<file path="src/rtl/pwm_capture.sv">
// PWM capture: synchronises pwm_in, measures high time and period per PWM cycle,
// hands out one result per period over valid/ready. Define PWM_CAP_FILTER_EN to add a glitch filter.
module pwm_capture #(
  parameter int CNT_W    = 32,
  parameter int TIMEOUT  = 1000000,
  parameter int FILT_LEN = 3
) (
  input  logic             clock,
  input  logic             reset,
  input  logic             en,
  input  logic             pwm_in,
  output logic [CNT_W-1:0] high_cnt,
  output logic [CNT_W-1:0] period_cnt,
  output logic             meas_valid,
  input  logic             meas_ready,
  output logic             overrun,
  output logic             timeout,
  output logic             stuck_level
);

  typedef enum logic [1:0] {IDLE, WAIT_RISE, MEAS} state_e;

  localparam logic [CNT_W-1:0] TMO = CNT_W'(TIMEOUT);

  state_e           state_q, state_d;
  logic             sync1_q, sync1_d;
  logic             sync2_q, sync2_d;
  logic             lvl_d_q, lvl_d_d;
  logic             lvl, rise;
  logic [CNT_W-1:0] pcnt_q, pcnt_d;
  logic [CNT_W-1:0] hcnt_q, hcnt_d;
  logic [CNT_W-1:0] high_q, high_d;
  logic [CNT_W-1:0] period_q, period_d;
  logic             valid_q, valid_d;
  logic             ovr_q, ovr_d;
  logic             tmo_q, tmo_d;
  logic             stuck_q, stuck_d;

  // A zero-length filter is meaningless; keep the parameter referenced in every build.
  if (FILT_LEN < 1) begin : g_filt_len_invalid
  end

  always_comb begin
    sync1_d = pwm_in;
    sync2_d = sync1_q;
    lvl_d_d = lvl;
  end

`ifdef PWM_CAP_FILTER_EN
  localparam int FW = $clog2(FILT_LEN + 1);

  logic          filt_q, filt_d;
  logic [FW-1:0] fcnt_q, fcnt_d;

  // fcnt counts consecutive cycles the synchronised input disagrees with the filtered level.
  always_comb begin
    filt_d = filt_q;
    fcnt_d = '0;
    if (sync2_q != filt_q) begin
      if (fcnt_q == FW'(FILT_LEN - 1)) filt_d = sync2_q;
      else                             fcnt_d = fcnt_q + 1'b1;
    end
  end

  always_ff @(posedge clock) begin
    if (reset) begin
      filt_q <= 1'b0;
      fcnt_q <= '0;
    end else begin
      filt_q <= filt_d;
      fcnt_q <= fcnt_d;
    end
  end

  assign lvl = filt_q;
`else
  assign lvl = sync2_q;
`endif

  assign rise = lvl & ~lvl_d_q;

  always_comb begin
    state_d  = state_q;
    pcnt_d   = pcnt_q;
    hcnt_d   = hcnt_q;
    high_d   = high_q;
    period_d = period_q;
    valid_d  = valid_q & ~meas_ready;
    ovr_d    = ovr_q;
    tmo_d    = tmo_q;
    stuck_d  = stuck_q;
    if (!en) begin
      state_d = IDLE;
      pcnt_d  = '0;
      hcnt_d  = '0;
      valid_d = 1'b0;
      ovr_d   = 1'b0;
      tmo_d   = 1'b0;
    end else begin
      case (state_q)
        IDLE: begin
          pcnt_d  = '0;
          hcnt_d  = '0;
          state_d = WAIT_RISE;
        end
        // pcnt doubles as the since-enable counter while waiting for the first rise.
        WAIT_RISE: begin
          if (rise) begin
            state_d = MEAS;
            pcnt_d  = CNT_W'(1);
            hcnt_d  = CNT_W'(1);
          end else if (pcnt_q == TMO) begin
            tmo_d   = 1'b1;
            stuck_d = lvl;
            pcnt_d  = '0;
            hcnt_d  = '0;
          end else begin
            pcnt_d  = pcnt_q + 1'b1;
          end
        end
        MEAS: begin
          if (rise) begin
            high_d   = hcnt_q;
            period_d = pcnt_q;
            valid_d  = 1'b1;
            tmo_d    = 1'b0;
            if (valid_q && !meas_ready) ovr_d = 1'b1;
            pcnt_d   = CNT_W'(1);
            hcnt_d   = CNT_W'(1);
          end else if (pcnt_q == TMO) begin
            tmo_d   = 1'b1;
            stuck_d = lvl;
            state_d = WAIT_RISE;
            pcnt_d  = '0;
            hcnt_d  = '0;
          end else begin
            pcnt_d = pcnt_q + 1'b1;
            hcnt_d = hcnt_q + CNT_W'(lvl);
          end
        end
        default: state_d = IDLE;
      endcase
    end
  end

  always_ff @(posedge clock) begin
    if (reset) begin
      state_q  <= IDLE;
      sync1_q  <= 1'b0;
      sync2_q  <= 1'b0;
      lvl_d_q  <= 1'b0;
      pcnt_q   <= '0;
      hcnt_q   <= '0;
      high_q   <= '0;
      period_q <= '0;
      valid_q  <= 1'b0;
      ovr_q    <= 1'b0;
      tmo_q    <= 1'b0;
      stuck_q  <= 1'b0;
    end else begin
      state_q  <= state_d;
      sync1_q  <= sync1_d;
      sync2_q  <= sync2_d;
      lvl_d_q  <= lvl_d_d;
      pcnt_q   <= pcnt_d;
      hcnt_q   <= hcnt_d;
      high_q   <= high_d;
      period_q <= period_d;
      valid_q  <= valid_d;
      ovr_q    <= ovr_d;
      tmo_q    <= tmo_d;
      stuck_q  <= stuck_d;
    end
  end

  assign high_cnt    = high_q;
  assign period_cnt  = period_q;
  assign meas_valid  = valid_q;
  assign overrun     = ovr_q;
  assign timeout     = tmo_q;
  assign stuck_level = stuck_q;

endmodule
</file>
<file path="config.mk">
export PLATFORM = sky130hd
export DESIGN_NAME = pwm_capture
export DESIGN_NICKNAME = d
export VERILOG_FILES = /design/src/rtl/pwm_capture.sv
export SDC_FILE = /design/constraint.sdc
export NUM_CORES = 1
export LEC_CHECK = 0
export ABC_AREA = 1
export BUFFER_PORTS_ARGS = -buffer_cell sky130_fd_sc_hd__buf_2
export CORE_UTILIZATION = 35
export DETAILED_ROUTE_END_ITERATION = 12
export GPL_ROUTABILITY_DRIVEN = 0
export PLACE_DENSITY = 0.61
export SLEW_MARGIN = 20
export SYNTH_ARGS = -nofsm -noshare
export SYNTH_HDL_FRONTEND = slang
export SYNTH_SLANG_ARGS = --single-unit
</file>
<file path="constraint.sdc">
create_clock -name clock -period 2.45 [get_ports clock]
set_clock_uncertainty 0.05 [all_clocks]
set_input_delay 0.1225 -clock clock [delete_from_list [all_inputs] [get_ports clock]]
set_output_delay 0.1225 -clock clock [all_outputs]
set_load 0.1 [all_outputs]
</file>
==> impl_metrics.csv, run 1 <==
group,metric,value,unit
worst_hold_path,hold_depth,5,
grt,grt_overflow,0,
grt,grt_pass1_wl,31000,µm
clock_tree,clk_latency,0.43,ns
worst_setup_path,cp.arrival,2.45,ns
placement,portBuffers,72,
detailed_routing,wire_per_inst,13.2,µm
clock_tree,clk_path_buf_depth,2,
synthesis,synth_top_area_cell,"dfxtp_1",
grt,grt_pass1_vias,6212,
layout,nNetsFinal,1136,
worst_hold_path,hp-class,"input pin to register",
worst_setup_path,rr_worst_depth,9,
clock_tree,cts_buffers,17,
floorplan,rows,50,
placement,dp_hpwl,13000,µm
power,p_leak,3.09,nW
sta,worstMarginPinSlew,0.733,ns
placement,placed_cell_area,7550,µm²
synthesis,synth-seq-cells,137,
layout,fin_area,8210,µm²
outcome,status,"finished, final reports clean",
clock_tree,postCtsSetupBuffers,0,
detailed_routing,firstDrtPassIters,5,
clock_tree,cts_tree,"built",
detailed_routing,drt_iter0_markers,541,
synthesis,ys_warn_count,0,
layout,drive_gt1_frac,0.134,
sta,drv_slew,0,
synthesis,ys_types,34,
floorplan,die_y,142,µm
detailed_routing,vias_per_cell,4.82,
clock_tree,clockRootBuffer,"clkbuf_16",
synthesis,syn_inst,1057,
worst_setup_path,required,2.74,ns
synthesis,synth_nets,1071,
synthesis,synth_area_leaders,"dfxtp_1 40%, nand2_1 15%, nand3_1 7.8%",
sta,rsz0062_at_grt,"false",
grt,grt_usage,0.193,
sta,setup_slack,0.287,ns
grt,grt_max_degree,69,
sta,fin_tns_setup,0,ns
detailed_routing,wl,18500,µm
floorplan,io_pins,73,
worst_setup_path,start_kind,"register",
detailed_routing,drc,0,
sta,finalSetupViolCount,0,
synthesis,synth-seq-area-share,0.398,
layout,post-route-util,0.432,
worst_setup_path,worst_setup_path_end_kind,"register",
sta,finalHoldViolCount,0,
layout,instances_no_fill,1395,
floorplan,die_area,20200,µm²
worst_setup_path,critical_path_class,"register to register",
power,p_per_area,633,nW/µm²
sta,post-route-period-util,0.883,
power,power.total,5.20,mW
clock_tree,hold_buffers,2,
layout,n_fill_cell,2032,
sta,fin_crit,2.16,ns
detailed_routing,ant_nets,0,
placement,placed_cells,1361,
sta,maxSlewHeadroom,0.511,
synthesis,syn_area_per_cell,6.52,µm²
synthesis,synth_area,6890,µm²
worst_setup_path,worstPathMaxFanout,15,
floorplan,core_area,19000,µm²
layout,antennaDiodeCount,0,
floorplan,start_util,0.362,
clock_tree,post_cts_resized,0,
sta,max_freq,462,MHz
detailed_routing,vias,6724,
clock_tree,htree_levels,4,
clock_tree,clock-sinks,137,
grt,antenna_found_initial,0,
placement,pre_cts_ws,0.343,ns
layout,syn2layout_area_growth,19.2,%
run,maxCapViolCount,0,
synthesis,synth_top_cell_area_share,0.398,
floorplan,die-width,142,µm
clock_tree,clk_pin_slew,0.06,ns
power,ir_worst_vdd,0.439,mV
sta,fin_hold_ws,0.127,ns
## path summary, 6_finish.rpt
kind               from          to  slack [ns]
max reg2reg  state_q[0]  pcnt_q[12]        0.29
max          state_q[0]  pcnt_q[12]        0.29
min               reset  hcnt_q[23]        0.13
min reg2reg     sync1_q         lvl        0.40
## final cells by class
cell class	instances	area, µm²	area share
repair buffers	94	556	0.0676
multi-input cells	754	3500	0.426
clock buffers	19	453	0.0551
clock inverters	13	191	0.0233
inverters	118	443	0.0539
well taps	260	325	0.0396
flip-flops and latches	137	2740	0.334
## synth_stat cells, drive strengths merged
master and instances:
ha 9, nand3b 1, o21a 1, a21boi 1, o21ai 22, dfxtp 137, o21bai 3, xor2 15
nor3b 5, nand4 25, nand3 108, nor2 148, inv 113, nor3 22, a21oi 96, buf 16
clkinv 5, o211ai 2, a31oi 3, nor4 3, clkbuf 32, and2 1, xnor2 1, nand2 288
## sequential cells by signal, indices dropped and copies added (netlist names), 2 cells and up
register / flops
pcnt_q: 32
period_cnt: 32
hcnt_q: 32
high_cnt: 32
state_q: 2
## layout by cell type (no fill, tap or decap), types with 2 or more instances in the layout
cell             n
clkbuf_16       17
clkinv_4         3
o211ai_1         2
ha_1             9
a21oi_1         95
inv_6            2
nor2_1         142
nand3_1        108
o21bai_1         3
clkinv_1         5
nor3b_1          5
inv_2           13
xor2_1          15
o21ai_0          7
clkbuf_8         2
nand2_1        281
nand2_2          5
dlygate4sd3_1    2
buf_2           72
dfxtp_1        137
nor4_1           3
nand4_1         25
nand2_4          2
buf_4           18
a31oi_1          3
nor2_4           3
nor3_1          21
inv_1          100
nor2_2           3
clkinvlp_4       3
bufinv_16        4
buf_12           2
o21ai_1         15
## routing by layer
metal,wire [µm],vias up,track usage
met1,9820,3009,0.282
met3,886,19,0.0421
li1,-,3527,-
met4,229,0,0.0560
met5,0,-,0
met2,7530,169,0.279
## where the power goes
| group | switching (mW) | total [mW] | internal (mW) |
|---|---|---|---|
| combinational | 0.117 | 0.155 | 0.0384 |
| sequential | 0.00313 | 2.23 | 2.23 |
| clock | 1.05 | 2.81 | 1.77 |
## cells by family (layout without fill, tap and decap cells)
group,count (synthesis),after routing,share of synthesized area
compound gates,128,128,0.0977
fa+ha+maj,9,9,0.0163
xor+xnor,16,16,0.0203
buf+inv,166,244,0.0950
simple gates,601,601,0.373
flops,137,137,0.398
## critical path, cell delays in order (launching register included)
cell	delay (ns)
dfxtp_1	0.38
inv_1	0.09
ha_1	0.33
inv_1	0.12
nor2_1	0.24
nand2_1	0.13
nand2_1	0.21
nand2_1	0.11
buf_4	0.21
nor3b_1	0.20
(Power assumes the default switching activity.)
==> inputs of run 2 (changes only) <==
GPL_TIMING_DRIVEN = 0   (was not set)
==> run 2 against run 1 <==
Sequential power barely moved. Cell count increased by 1.8%. Core utilization increased by 0.16 points. Global-route usage rose by 0.98 points. Power grew 0.55%. Die area did not move. Clock-buffer cell count stayed put. Highest routed layer unchanged.
==> impl_metrics.csv, run 2 (same netlist as run 1, synthesis figures left out) <==
group,metric,value,unit
outcome,status,"finished, final reports clean",
layout,final_common_cell,"nand2_1",
worst_setup_path,r2r_slack,0.17,ns
detailed_routing,ant_nets,0,
grt,grt_max_degree,17,
detailed_routing,firstDrtPassIters,6,
sta,drv_slew,0,
placement,dp_hpwl,14300,µm
floorplan,die-width,142,µm
layout,fin_area,8240,µm²
grt,antenna_found_initial,0,
layout,syn2layout_area_growth,19.7,%
sta,worstMarginPinSlew,0.751,ns
worst_setup_path,r2r-start,"lvl",
worst_setup_path,cp_top_family,"buffers and inverters",
run,maxCapViolCount,0,
sta,max_freq,439,MHz
grt,grt_pass1_vias,6340,
layout,mostFrequentLayoutCells,"280 x nand2_1, 142 x nor2_1, 137 x dfxtp_1",
grt,grt_overflow,0,
floorplan,core_area,19000,µm²
detailed_routing,vias,6788,
detailed_routing,drc,0,
worst_setup_path,worstPathBufferInverterCount,4,
floorplan,die_y,142,µm
sta,fin_hold_ws,0.254,ns
power,p_per_area,635,nW/µm²
worst_setup_path,worstPathMaxFanout,10,
detailed_routing,vias_per_cell,4.78,
sta,fin_tns_setup,0,ns
clock_tree,cts_buffers,17,
clock_tree,cts_tree,"built",
layout,antennaDiodeCount,0,
sta,fin_crit,2.28,ns
sta,finalHoldViolCount,0,
placement,placed_cells,1387,
worst_setup_path,critical_path_class,"register to register",
floorplan,die_area,20200,µm²
detailed_routing,drt_iter0_markers,503,
grt,grt_usage,0.202,
worst_setup_path,required,2.75,ns
worst_setup_path,cp.arrival,2.58,ns
grt,grt_pass1_wl,32100,µm
clock_tree,clk_path_buf_depth,2,
layout,drive_gt1_frac,0.126,
worst_setup_path,crit_chain,"inv_1 -> nor2_1 -> inv_1 -> nor2_4 -> buf_2 -> buf_2 -> nand3_1 -> a21oi_1",
clock_tree,clock-sinks,137,
placement,placed_cell_area,7560,µm²
worst_setup_path,rr_endpoint,"high_cnt[5]",
sta,maxSlewHeadroom,0.499,
clock_tree,postCtsSetupBuffers,0,
worst_setup_path,critPathSlowestCell,"dfxtp_1",
detailed_routing,wl,19600,µm
power,p_leak,3.10,nW
floorplan,start_util,0.362,
clock_tree,clk_latency,0.43,ns
sta,post-route-period-util,0.930,
worst_hold_path,hp-start,"en",
worst_hold_path,hold_end,"hcnt_q[3]",
worst_setup_path,start_kind,"register",
detailed_routing,wire_per_inst,13.8,µm
worst_setup_path,critPathMaxStageDelay,0.43,ns
power,ir_worst_vdd,0.508,mV
floorplan,io_pins,73,
worst_setup_path,rr_worst_depth,8,
clock_tree,clk_pin_slew,0.06,ns
clock_tree,htree_levels,4,
worst_hold_path,hold_depth,5,
placement,portBuffers,70,
worst_hold_path,hp-class,"input pin to register",
sta,finalSetupViolCount,0,
clock_tree,clockRootBuffer,"clkbuf_16",
layout,instances_no_fill,1420,
layout,nNetsFinal,1162,
worst_setup_path,cp-startpoint,"lvl",
worst_setup_path,worst_setup_path_end_kind,"register",
floorplan,rows,50,
## run 2: changes by cell type in the layout (fill, tap and decap cells not counted), moves of 2 or more
cell	before	now
inv_6	2	0
clkbuf_1	0	33
buf_4	18	2
buf_2	72	83
buf_12	2	0
clkinv_2	1	3
clkinvlp_4	3	1
## run 2: per-stage QoR
step | total power, mW | utilization | setup WS (ns)
after floorplan | 2.39 | - | 0.642
after global placement | 2.45 | 0.398 | -0.0880
after detailed placement | 2.45 | 0.398 | -0.0840
after CTS | 5.28 | 0.433 | 0.0915
after global routing | 5.38 | 0.433 | -0.0185
final | 5.23 | 0.433 | 0.171
## run 2: routing by layer
layer,vias up,global-route usage,part of all wire,wire length [µm]
li1,3555,-,-,-
met2,181,0.308,0.42,8270
met1,3032,0.285,0.51,10000
met5,-,0,0,0
met4,0,0.0640,0.014,266
met3,20,0.0410,0.054,1060
## run 2: worst max path at each step
| stage | end | slack [ns] | depth (start not counted) |
|---|---|---|---|
| after CTS | period_cnt[12] | 0.09 | 8 |
| final | high_cnt[5] | 0.17 | 8 |
| after floorplan | pcnt_q[22] | 0.64 | 9 |
| after detailed placement | period_cnt[12] | -0.08 | 8 |
| after global placement | period_cnt[4] | -0.09 | 8 |
| after global routing | high_cnt[21] | -0.02 | 8 |
## run 2: cell type report
cell class	instances	area (µm²)
plain buffers	48	211
flip-flops and latches	137	2740
multi-input cells	754	3510
clock inverters	12	199
repair buffers	72	370
fillers	2028	10800
well taps	260	325
inverters	118	443
clock buffers	19	443
## run 2: report_power, final
| group | internal, mW | switching, mW | total, mW |
|---|---|---|---|
| clock | 1.82 | 1.00 | 2.83 |
| combinational | 0.0400 | 0.129 | 0.169 |
| sequential | 2.23 | 0.00349 | 2.24 |
## run 2: timing repair
action / CTS / global route
gates resized for setup: 1 / 4
endpoints found under the hold margin: 3 / 0
setup endpoints to repair: 60 / 69
hold buffers: 2 / 0
## run 2: worst register-to-register path, cell delays in order, from the launching register on
cell     delay [ns]
dfxtp_1        0.43
inv_1          0.08
nor2_1         0.31
inv_1          0.21
nor2_4         0.26
buf_2          0.32
buf_2          0.28
nand3_1        0.12
a21oi_1        0.15
